--- src/rtl/bus_handshake_pkg.sv ---
// Shared types and the round-robin pick helper for the bus handshake arbiter.
// The helper works on a 16-wide request vector so one function serves every legal N.
package bus_handshake_pkg;

    localparam int N_DEF     = 4;
    localparam int WIDTH_DEF = 32;
    localparam int RR_MAX    = 16;

    typedef enum logic {
        IDLE   = 1'b0,
        LOCKED = 1'b1
    } state_t;

    typedef struct packed {
        logic       found;
        logic [3:0] idx;
    } rr_pick_t;

    // First set bit at or above ptr, wrapping modulo n; bits at n and above are ignored.
    function automatic rr_pick_t rr_pick(input logic [RR_MAX-1:0] req,
                                         input logic [3:0]        ptr,
                                         input int                n);
        rr_pick_t r;
        int       j;
        r = '0;
        for (int k = 0; k < RR_MAX; k++) begin
            j = (int'(ptr) + k) % n;
            if (k < n && !r.found && req[j]) begin
                r.found = 1'b1;
                r.idx   = 4'(j);
            end
        end
        return r;
    endfunction

endpackage

--- src/rtl/bus_handshake_arbiter_rr_arbiter.sv ---
// Combinational round-robin selector: first requester at or above the pointer,
// wrapping modulo N.
module rr_arbiter
    import bus_handshake_pkg::*;
#(
    parameter int N   = N_DEF,
    parameter int IDW = $clog2(N)
) (
    input  logic [IDW-1:0] i_ptr,
    input  logic [N-1:0]   i_req,
    output logic [IDW-1:0] o_idx,
    output logic           o_found
);

    logic [RR_MAX-1:0] w_req;
    logic [3:0]        w_ptr;
    rr_pick_t          w_pick;

    always_comb begin
        w_req          = '0;
        w_req[N-1:0]   = i_req;
        w_ptr          = '0;
        w_ptr[IDW-1:0] = i_ptr;
        w_pick         = rr_pick(w_req, w_ptr, N);
    end

    assign o_idx   = w_pick.idx[IDW-1:0];
    assign o_found = w_pick.found;

endmodule

--- src/rtl/bus_handshake_arbiter.sv ---
// N-to-1 round-robin arbiter onto one valid/ready channel with a registered
// output stage and packet lock from first beat to the beat carrying last.
module bus_handshake_arbiter
    import bus_handshake_pkg::*;
#(
    parameter  int N     = N_DEF,
    parameter  int WIDTH = WIDTH_DEF,
    localparam int IDW   = $clog2(N)
) (
    input  logic               clk,
    input  logic               rst,
    input  logic [N-1:0]       valid_dnt,
    input  logic [N*WIDTH-1:0] data_dnt,
    input  logic [N-1:0]       last_dnt,
    output logic [N-1:0]       ready_dnt,
    output logic               valid_src,
    output logic [WIDTH-1:0]   data_src,
    output logic               last_src,
    output logic [IDW-1:0]     id_src,
    input  logic               ready_src
);

    state_t           r_state;
    state_t           w_state_nxt;
    logic [IDW-1:0]   r_ptr;
    logic [IDW-1:0]   r_lock_id;
    logic             r_valid;
    logic [WIDTH-1:0] r_data;
    logic             r_last;
    logic [IDW-1:0]   r_id;

    logic [IDW-1:0]   w_arb_idx;
    logic             w_arb_found;
    logic [IDW-1:0]   w_gnt;
    logic             w_gnt_vld;
    logic [IDW-1:0]   w_gnt_inc;
    logic             w_load;
    logic             w_acc;
    logic             w_acc_last;
    logic [WIDTH-1:0] w_data_sel;

    rr_arbiter #(
        .N   (N),
        .IDW (IDW)
    ) u_rr_arbiter (
        .i_ptr   (r_ptr),
        .i_req   (valid_dnt),
        .o_idx   (w_arb_idx),
        .o_found (w_arb_found)
    );

    // Output register can take a beat when empty or draining this cycle.
    assign w_load = ready_src | ~r_valid;

    always_comb begin
        w_gnt     = w_arb_idx;
        w_gnt_vld = w_arb_found;
        if (r_state == LOCKED) begin
            w_gnt     = r_lock_id;
            w_gnt_vld = 1'b1;
        end
    end

    // In IDLE a found grant already implies the requester is valid.
    always_comb begin
        ready_dnt = '0;
        if (!rst && w_load && w_gnt_vld) begin
            ready_dnt[w_gnt] = 1'b1;
        end
    end

    assign w_acc      = valid_dnt[w_gnt] & ready_dnt[w_gnt];
    assign w_acc_last = last_dnt[w_gnt];
    assign w_data_sel = data_dnt[w_gnt*WIDTH +: WIDTH];
    assign w_gnt_inc  = (w_gnt == IDW'(N-1)) ? '0 : w_gnt + 1'b1;

    always_comb begin
        w_state_nxt = r_state;
        case (r_state)
            IDLE:    if (w_acc && !w_acc_last) w_state_nxt = LOCKED;
            LOCKED:  if (w_acc &&  w_acc_last) w_state_nxt = IDLE;
            default: w_state_nxt = IDLE;
        endcase
    end

    always_ff @(posedge clk or posedge rst) begin
        if (rst) begin
            r_state <= IDLE;
        end else begin
            r_state <= w_state_nxt;
        end
    end

    // While locked w_gnt equals r_lock_id, so the pointer lands on lock_id+1.
    always_ff @(posedge clk or posedge rst) begin
        if (rst) begin
            r_ptr     <= '0;
            r_lock_id <= '0;
        end else if (w_acc) begin
            if (w_acc_last) begin
                r_ptr <= w_gnt_inc;
            end else begin
                r_lock_id <= w_gnt;
            end
        end
    end

    always_ff @(posedge clk or posedge rst) begin
        if (rst) begin
            r_valid <= 1'b0;
            r_data  <= '0;
            r_last  <= 1'b0;
            r_id    <= '0;
        end else if (w_acc) begin
            r_valid <= 1'b1;
            r_data  <= w_data_sel;
            r_last  <= w_acc_last;
            r_id    <= w_gnt;
        end else if (w_load) begin
            r_valid <= 1'b0;
        end
    end

    assign valid_src = r_valid;
    assign data_src  = r_data;
    assign last_src  = r_last;
    assign id_src    = r_id;

endmodule

--- config.mk ---
export PLATFORM = sky130hd
export DESIGN_NAME = bus_handshake_arbiter
export DESIGN_NICKNAME = d
export VERILOG_FILES = /design/src/rtl/bus_handshake_pkg.sv /design/src/rtl/bus_handshake_arbiter_rr_arbiter.sv /design/src/rtl/bus_handshake_arbiter.sv
export SDC_FILE = /design/constraint.sdc
export NUM_CORES = 1
export LEC_CHECK = 0
export CAP_MARGIN = 20
export CORE_ASPECT_RATIO = 2
export CORE_UTILIZATION = 36
export DETAILED_ROUTE_END_ITERATION = 6
export PLACE_DENSITY_LB_ADDON = 0.15
export SYNTH_ARGS = -nofsm -noshare
export SYNTH_HDL_FRONTEND = slang
export SYNTH_HIERARCHICAL = 1
export SYNTH_SLANG_ARGS = --single-unit
--- constraint.sdc ---
create_clock -name clk -period 3.3 [get_ports clk]
set_input_delay 0.495 -clock clk [delete_from_list [all_inputs] [get_ports clk]]
set_output_delay 0.495 -clock clk [all_outputs]
set_load 0.005 [all_outputs]
After elaboration in Yosys (flattened, before gate mapping). Cells that the tools add are included.

Flip-flop bits (word level): 41. Input port bits: 139. Output and inout port bits: 40. Word-level logic and storage cells: 78.

Add/sub/neg operators: 4. Magnitude comparators: 6. Eq/ne operators: 1. Shift-type cells: 1. Multiplexer cells: 32. Bitwise gates (word level): 8. Reduce and logical (&&, ||, !) cells: 19.

Operators by type and width (number): variable part select 128 x 8 -> 32 bit (1); 2-to-1 mux 5 bit (4); < comparator 3 x 6 -> 1 bit, second input constant (3); 2-to-1 mux 1 bit (16); binary-select mux 1 bit (select 3 bit) (3); binary-select mux 1 bit (select 2 bit) (4); logical AND 1 bit (8); OR reduction 2 bit (3); logical NOT 1 bit (5); < comparator 2 x 5 -> 1 bit, second input constant (1); adder 2 x 1 -> 2 bit, second input constant (2); adder 2 bit, second input constant (2); 2-to-1 mux 2 bit (2); 2-to-1 mux 4 bit (1); AND reduction 2 bit (2); AND 1 bit, first input constant (3); < comparator 2 x 3 -> 1 bit, second input constant (1); NOT 1 bit (3); demux 1 bit (select 2 bit) (1); equality test 2 bit, second input constant (1); greater-or-equal comparator 2 x 1 -> 1 bit, second input constant (1); case mux 1 bit (2 select lines) (1); nonzero test 2 bit (1); AND 1 bit (1); bitwise OR 1 bit (1).

Logic depth before layout (Yosys ltp).
Depth in word-level cells: 26. Gate-level depth with buffers: 15. Depth with buffers taken out: 11.

Hierarchy. Netlist, hierarchy kept.

By module, submodules not included: bus_handshake_arbiter (times used 1, cells an instance 160, area each 2595.0 um^2, seq. area each 1026.0 um^2); rr_arbiter (times used 1, cells an instance 15, area each 77.6 um^2, seq. area each 0.0 um^2).

Least setup slack after synthesis. OpenSTA, ideal clock, no wires.

Path kind: input to register. Start: in valid_dnt[1]. End: reg r_data[11] (netlist: data_src[11]). Setup time: 0.125 ns. Arrival: 2.816 ns. Data required time: 3.175 ns. Path slack: 0.359 ns. Cell stages on the path: 14. Path buffers: 4. Path through: inv_1 > a221o_1 > a21oi_1 > mux2i_2 > inv_2 > buf_6 > buf_2 > ha_1 > nand2_1 > mux2i_1 > a22oi_2 > buf_6 > buf_6 > mux2_4.

Cells in the longest elaborated chain, start to end: 21. Elaborated cells between the ends (all ways): 36. Classes of those cells: order compare: 2; shift: 1; mux: 24; bitwise: 1; reduce/logical: 8.

RTL lines: from (decl) (line bus_handshake_arbiter.sv:12) `input logic [N-1:0] valid_dnt,`; binary-select mux 1 bit (select 2 bit) (line bus_handshake_pkg.sv:28) `if (k < n && !r.found && req[j]) begin`; 2-to-1 mux 1 bit (implied by the code) (line bus_handshake_pkg.sv:28); 2-to-1 mux 5 bit (line bus_handshake_pkg.sv:28); logical NOT 1 bit (line bus_handshake_pkg.sv:28); logical AND 1 bit (line bus_handshake_pkg.sv:28); 2-to-1 mux 5 bit (line bus_handshake_pkg.sv:28); logical NOT 1 bit (line bus_handshake_pkg.sv:28); logical AND 1 bit (line bus_handshake_pkg.sv:28); [4 not listed]; named net w_arb_idx[0] (line bus_handshake_arbiter.sv:32) `logic [IDW-1:0] w_arb_idx;`; [1 not listed]; named net w_gnt[0] (line bus_handshake_arbiter.sv:34) `logic [IDW-1:0] w_gnt;`; < comparator 2 x 3 -> 1 bit (implied by the code) / greater-or-equal comparator 2 x 1 -> 1 bit (equally long branches) (line bus_handshake_arbiter.sv:68) `ready_dnt[w_gnt] = 1'b1;`; logical AND 1 bit (implied by the code) (line bus_handshake_arbiter.sv:68); 2-to-1 mux 1 bit (implied by the code) (line bus_handshake_arbiter.sv:68); demux 1 bit (select 2 bit) (line bus_handshake_arbiter.sv:68); 2-to-1 mux 4 bit (line bus_handshake_arbiter.sv:67) `if (!rst && w_load && w_gnt_vld) begin`; binary-select mux 1 bit (select 2 bit) (line bus_handshake_arbiter.sv:72) `assign w_acc = valid_dnt[w_gnt] & ready_dnt[w_gnt];`; 2-to-1 mux 1 bit (implied by the code) (line bus_handshake_arbiter.sv:72); AND 1 bit (line bus_handshake_arbiter.sv:72); to (signal assigned) (line bus_handshake_arbiter.sv:116) `r_data <= w_data_sel;`; to (decl) (line bus_handshake_arbiter.sv:28) `logic [WIDTH-1:0] r_data;`.

The timed path passes the listed nets; every way through them passes the cells marked *. The select of a mux whose other input is x is not followed. A chain may end at the register's enable or synchronous reset.

Worst setup path after layout.
Start: in valid_dnt[1]. End: out ready_dnt[3].

Cells in the longest elaborated chain, start to end: 18. Elaborated cells between the ends (all ways): 30. Classes of those cells: order compare: 2; mux: 20; reduce/logical: 8.

RTL lines: binary-select mux 1 bit (select 2 bit) (line bus_handshake_pkg.sv:28); 2-to-1 mux 1 bit (implied by the code) (line bus_handshake_pkg.sv:28); 2-to-1 mux 5 bit (line bus_handshake_pkg.sv:28); logical NOT 1 bit (line bus_handshake_pkg.sv:28); logical AND 1 bit (line bus_handshake_pkg.sv:28); 2-to-1 mux 5 bit (line bus_handshake_pkg.sv:28); logical NOT 1 bit (line bus_handshake_pkg.sv:28); logical AND 1 bit (line bus_handshake_pkg.sv:28); [3 not listed]; 2-to-1 mux 5 bit (*) (line bus_handshake_pkg.sv:28); named net w_arb_idx[0] (line bus_handshake_arbiter.sv:32); 2-to-1 mux 2 bit (*) (line bus_handshake_arbiter.sv:58) `if (r_state == LOCKED) begin`; < comparator 2 x 3 -> 1 bit (implied by the code) / greater-or-equal comparator 2 x 1 -> 1 bit (equally long branches) (line bus_handshake_arbiter.sv:68); logical AND 1 bit (implied by the code) (line bus_handshake_arbiter.sv:68); 2-to-1 mux 1 bit (implied by the code) (line bus_handshake_arbiter.sv:68); demux 1 bit (select 2 bit) (*) (line bus_handshake_arbiter.sv:68); 2-to-1 mux 4 bit (*) (line bus_handshake_arbiter.sv:67); to (decl) (line bus_handshake_arbiter.sv:15) `output logic [N-1:0] ready_dnt,`.

Marked as above.

==> results_dict.tcl <==
set metrics [dict create \
    power.share.clock 0.168 \
    worst_ir_drop_vdd_mv 0.5045 \
    p_comb_frac 0.592 \
    die_area_um2 7793 \
    cts_tree "done" \
    post_cts.repair.setup_buffers 0 \
    min_path_cells 1 \
    stdcell_count 457 \
    critical_path_arrival_ps 2610 \
    ant_nets 0 \
    ys_ff_latch 41 \
    synth_mux_area_frac 0.4658 \
    synth_compound_gate_area_share 0.03558 \
    powerDensity_nw_per_um2 786.7 \
    max_freq_mhz 321.7 \
    synthXorXnorAreaFrac 0 \
    drive_above_1_share 0.2740 \
    status "finished clean" \
    cts.hold.buffers_added 0 \
    syn_area_per_cell_um2 15.27 \
    root_buffer "clkbuf_16" \
    grt_max_degree 42 \
    r2r-end "data_src[17]" \
    max_cap_violations 0 \
    synth.distinct_cells 33 \
    dp.cells 447 \
    hold_violations 0 \
    grt_pass1_wl_mm 12.21 \
    skew_ps 4.364 \
    setup_viol 0 \
    n_antenna_cell 0 \
    syn-cell-area_um2 2673 \
    r2r_setup_slack_ps 710 \
    core_area_um2 7212 \
    yosys.area_share.adder 0.01873 \
    drtIter0Drc 60 \
    syn_nets 318 \
    slew_headroom 0.4250 \
    internal_power_mw 2.661 \
    synth-seq-area-share 0.3839 \
    cts_max_path_buffers 2 \
    post-route-util 0.6662 \
    crit_start "valid_dnt[1]" \
    startpoint_type "primary input" \
    drt_pass1_iterations 4 \
    first_global_vias 2622 \
    die_h_um 123.9 \
    via_per_inst 5.112 \
    tightestPinTransition_ps 861.3 \
    cp.required_ps 2800 \
    final_net_count 507 \
    gp_congestion 0.7905 \
    critPathMaxStageDelay_ps 490 \
    clock_latency_ps 280 \
    path_clk_slew_ps 60 \
    grt.overflow.total 0 \
    finalCritPeriodShare 0.9420 \
    synth_top_family_by_area "multiplexers" \
    drc 0 \
    port_buffers 178 \
    rows 44 \
    stdcell_area_um2 4805 \
    syn_inst 175 \
    die_w_um 62.93 \
    switchingPower_mw 1.119 \
    cts_buffers 5 \
    finalMaxSlewViolations 0 \
    rr_worst_depth 9 \
    grtUsageTotal 0.2100 \
    hold_class "register to register" \
    synth_top_cell_area_share 0.3839 \
    worst_path_most_repeated_cell "clkdlybuf4s50_1" \
    synthSimpleGateAreaFrac 0.05197 \
    hp-start "data_src[21]" \
    yosysTopAreaCell "dfrtp_1" \
    path_cells "clkdlybuf4s50_1 > inv_1 > a221o_1 > a21oi_1 > mux2i_2 > inv_2 > ha_1 > and2_1 > clkdlybuf4s50_1" \
    tns_ps 0 \
    nFillCells 572 \
    placed_cell_area_um2 4596 \
    cp-end-kind "output pin" \
    totalWireLength_mm 7.887 \
    ctsHtreeMaxLevel 2 \
    whs_endpoint "data_src[21]" \
    seqPwrFrac 0.240 \
    p_leak_nw 1.942 \
    crit_fanout 5 \
    synth_area_leaders "dfrtp_1 (38%), mux4_2 (28%), mux2_4 (8.4%)" \
    p_sw_frac 0.2960 \
    whs_ps 494.4 \
    area_growth_pct 79.78 \
    critPathKind "primary input to output pin" \
    period_needed_ps 3108 \
    crit_slowest_cell "clkdlybuf4s50_1" \
    vias 2336 \
    start_util 0.3706 \
    io_pins 179 \
    yosysWarnings 6 \
    post_cts_resized 0 \
    rr_startpoint "r_ptr[0]" \
    cts_sinks 41 \
    hpwlAfterDp_mm 6.439 \
    grt_antenna_before_repair 0 \
    wire_per_inst_um 17.26 \
]
power by group through the flow:
stage	combinational, mW	sequential [mW]	clock (mW)
2_1_floorplan	1.33	0.909	0
3_3_place_gp	2.23	0.899	0
3_5_place_dp	2.25	0.908	0
4_1_cts	2.26	0.908	0.651
5_1_grt	2.41	0.940	0.667
6_report	2.24	0.905	0.637
area by class of cell:
| class | instances | area (um2) | share of cell area |
|---|---|---|---|
| clock buffer | 5 | 125.1 | 0.02604 |
| multi-input combinational | 114 | 1529 | 0.3182 |
| timing repair buffer | 193 | 1907 | 0.3969 |
| tap | 92 | 115.1 | 0.02396 |
| sequential | 41 | 1026 | 0.2135 |
| clock inverter | 3 | 68.82 | 0.01432 |
| inverter | 9 | 33.78 | 0.007031 |
per-layer routing:
metal	up-vias	routed length (um)	track usage
li1	1054	-	-
met1	1141	2536	0.1972
met3	9	647	0.05586
met4	0	131	0.07994
met2	132	4570	0.4180
met5	-	0	0
critical path, delay by kind of cell:
family / cells / cell delay (ps)
AO/OA/AOI/OAI: 2 / 520
multiplexers: 1 / 140
buffers and inverters: 4 / 1130
adder cells (fa/ha/maj): 1 / 190
AND/OR/NAND/NOR: 1 / 130
registers in the layout (all words and copies together), names as in the netlist, named ones only:
signal / count
r_ptr: 2
r_lock_id: 2
last_src: 1
id_src: 2
valid_src: 1
data_src: 32
cells in the mapped netlist (all sizes together):
| library cell | number |
|---|---|
| o221ai | 1 |
| nor2 | 4 |
| a21oi | 6 |
| clkbuf | 2 |
| nor4 | 2 |
| nand2b | 3 |
| buf | 9 |
| a22oi | 1 |
| and2 | 4 |
| mux2 | 35 |
| nor2b | 1 |
| ha | 4 |
| mux4 | 33 |
| a21boi | 1 |
| inv | 9 |
| o21ai | 2 |
| mux2i | 4 |
| a221o | 1 |
| dfrtp | 41 |
| nor3 | 1 |
| nand3 | 1 |
| o22a | 1 |
| nand2 | 8 |
| o31ai | 1 |
kinds of logic after synthesis:
group / count (synthesis)
buffers and inverters: 20
AOI/OAI and AO/OA: 14
muxes: 72
adders and majority gates: 4
and+or+nand+nor: 24
DFF: 41
through the flow:
| step | setup slack (ps) | power (mW) |
|---|---|---|
| after floorplan | 359.0 | 2.236 |
| after global placement | 166.3 | 3.133 |
| after detailed placement | 60.68 | 3.156 |
| after CTS | 143.4 | 3.819 |
| after global routing | -4.033 | 4.019 |
| final | 191.6 | 3.780 |
worst max path at each step:
stage                              end  slack (ps)  cells after the start
after floorplan           data_src[11]         360                     14
after global placement    data_src[22]         170                     12
after detailed placement  data_src[23]          60                     12
after CTS                 ready_dnt[3]         140                      9
after global routing      ready_dnt[3]          -4                      9
final                     ready_dnt[3]         190                      9
placed cells by master (no fill, tap or decap), types with 2 or more instances in the layout:
cell and instances:
clkdlybuf4s50_1 178, dfrtp_1 41, mux4_2 33, mux2_2 19, mux2_4 15, buf_4 14
nand2_1 8, a21oi_1 6, inv_1 5, clkbuf_16 5, inv_2 4, nor2_1 4
and2_1 4, ha_1 4, mux2i_2 3, nand2b_1 3, bufinv_16 2
(Power assumes the default switching activity.)
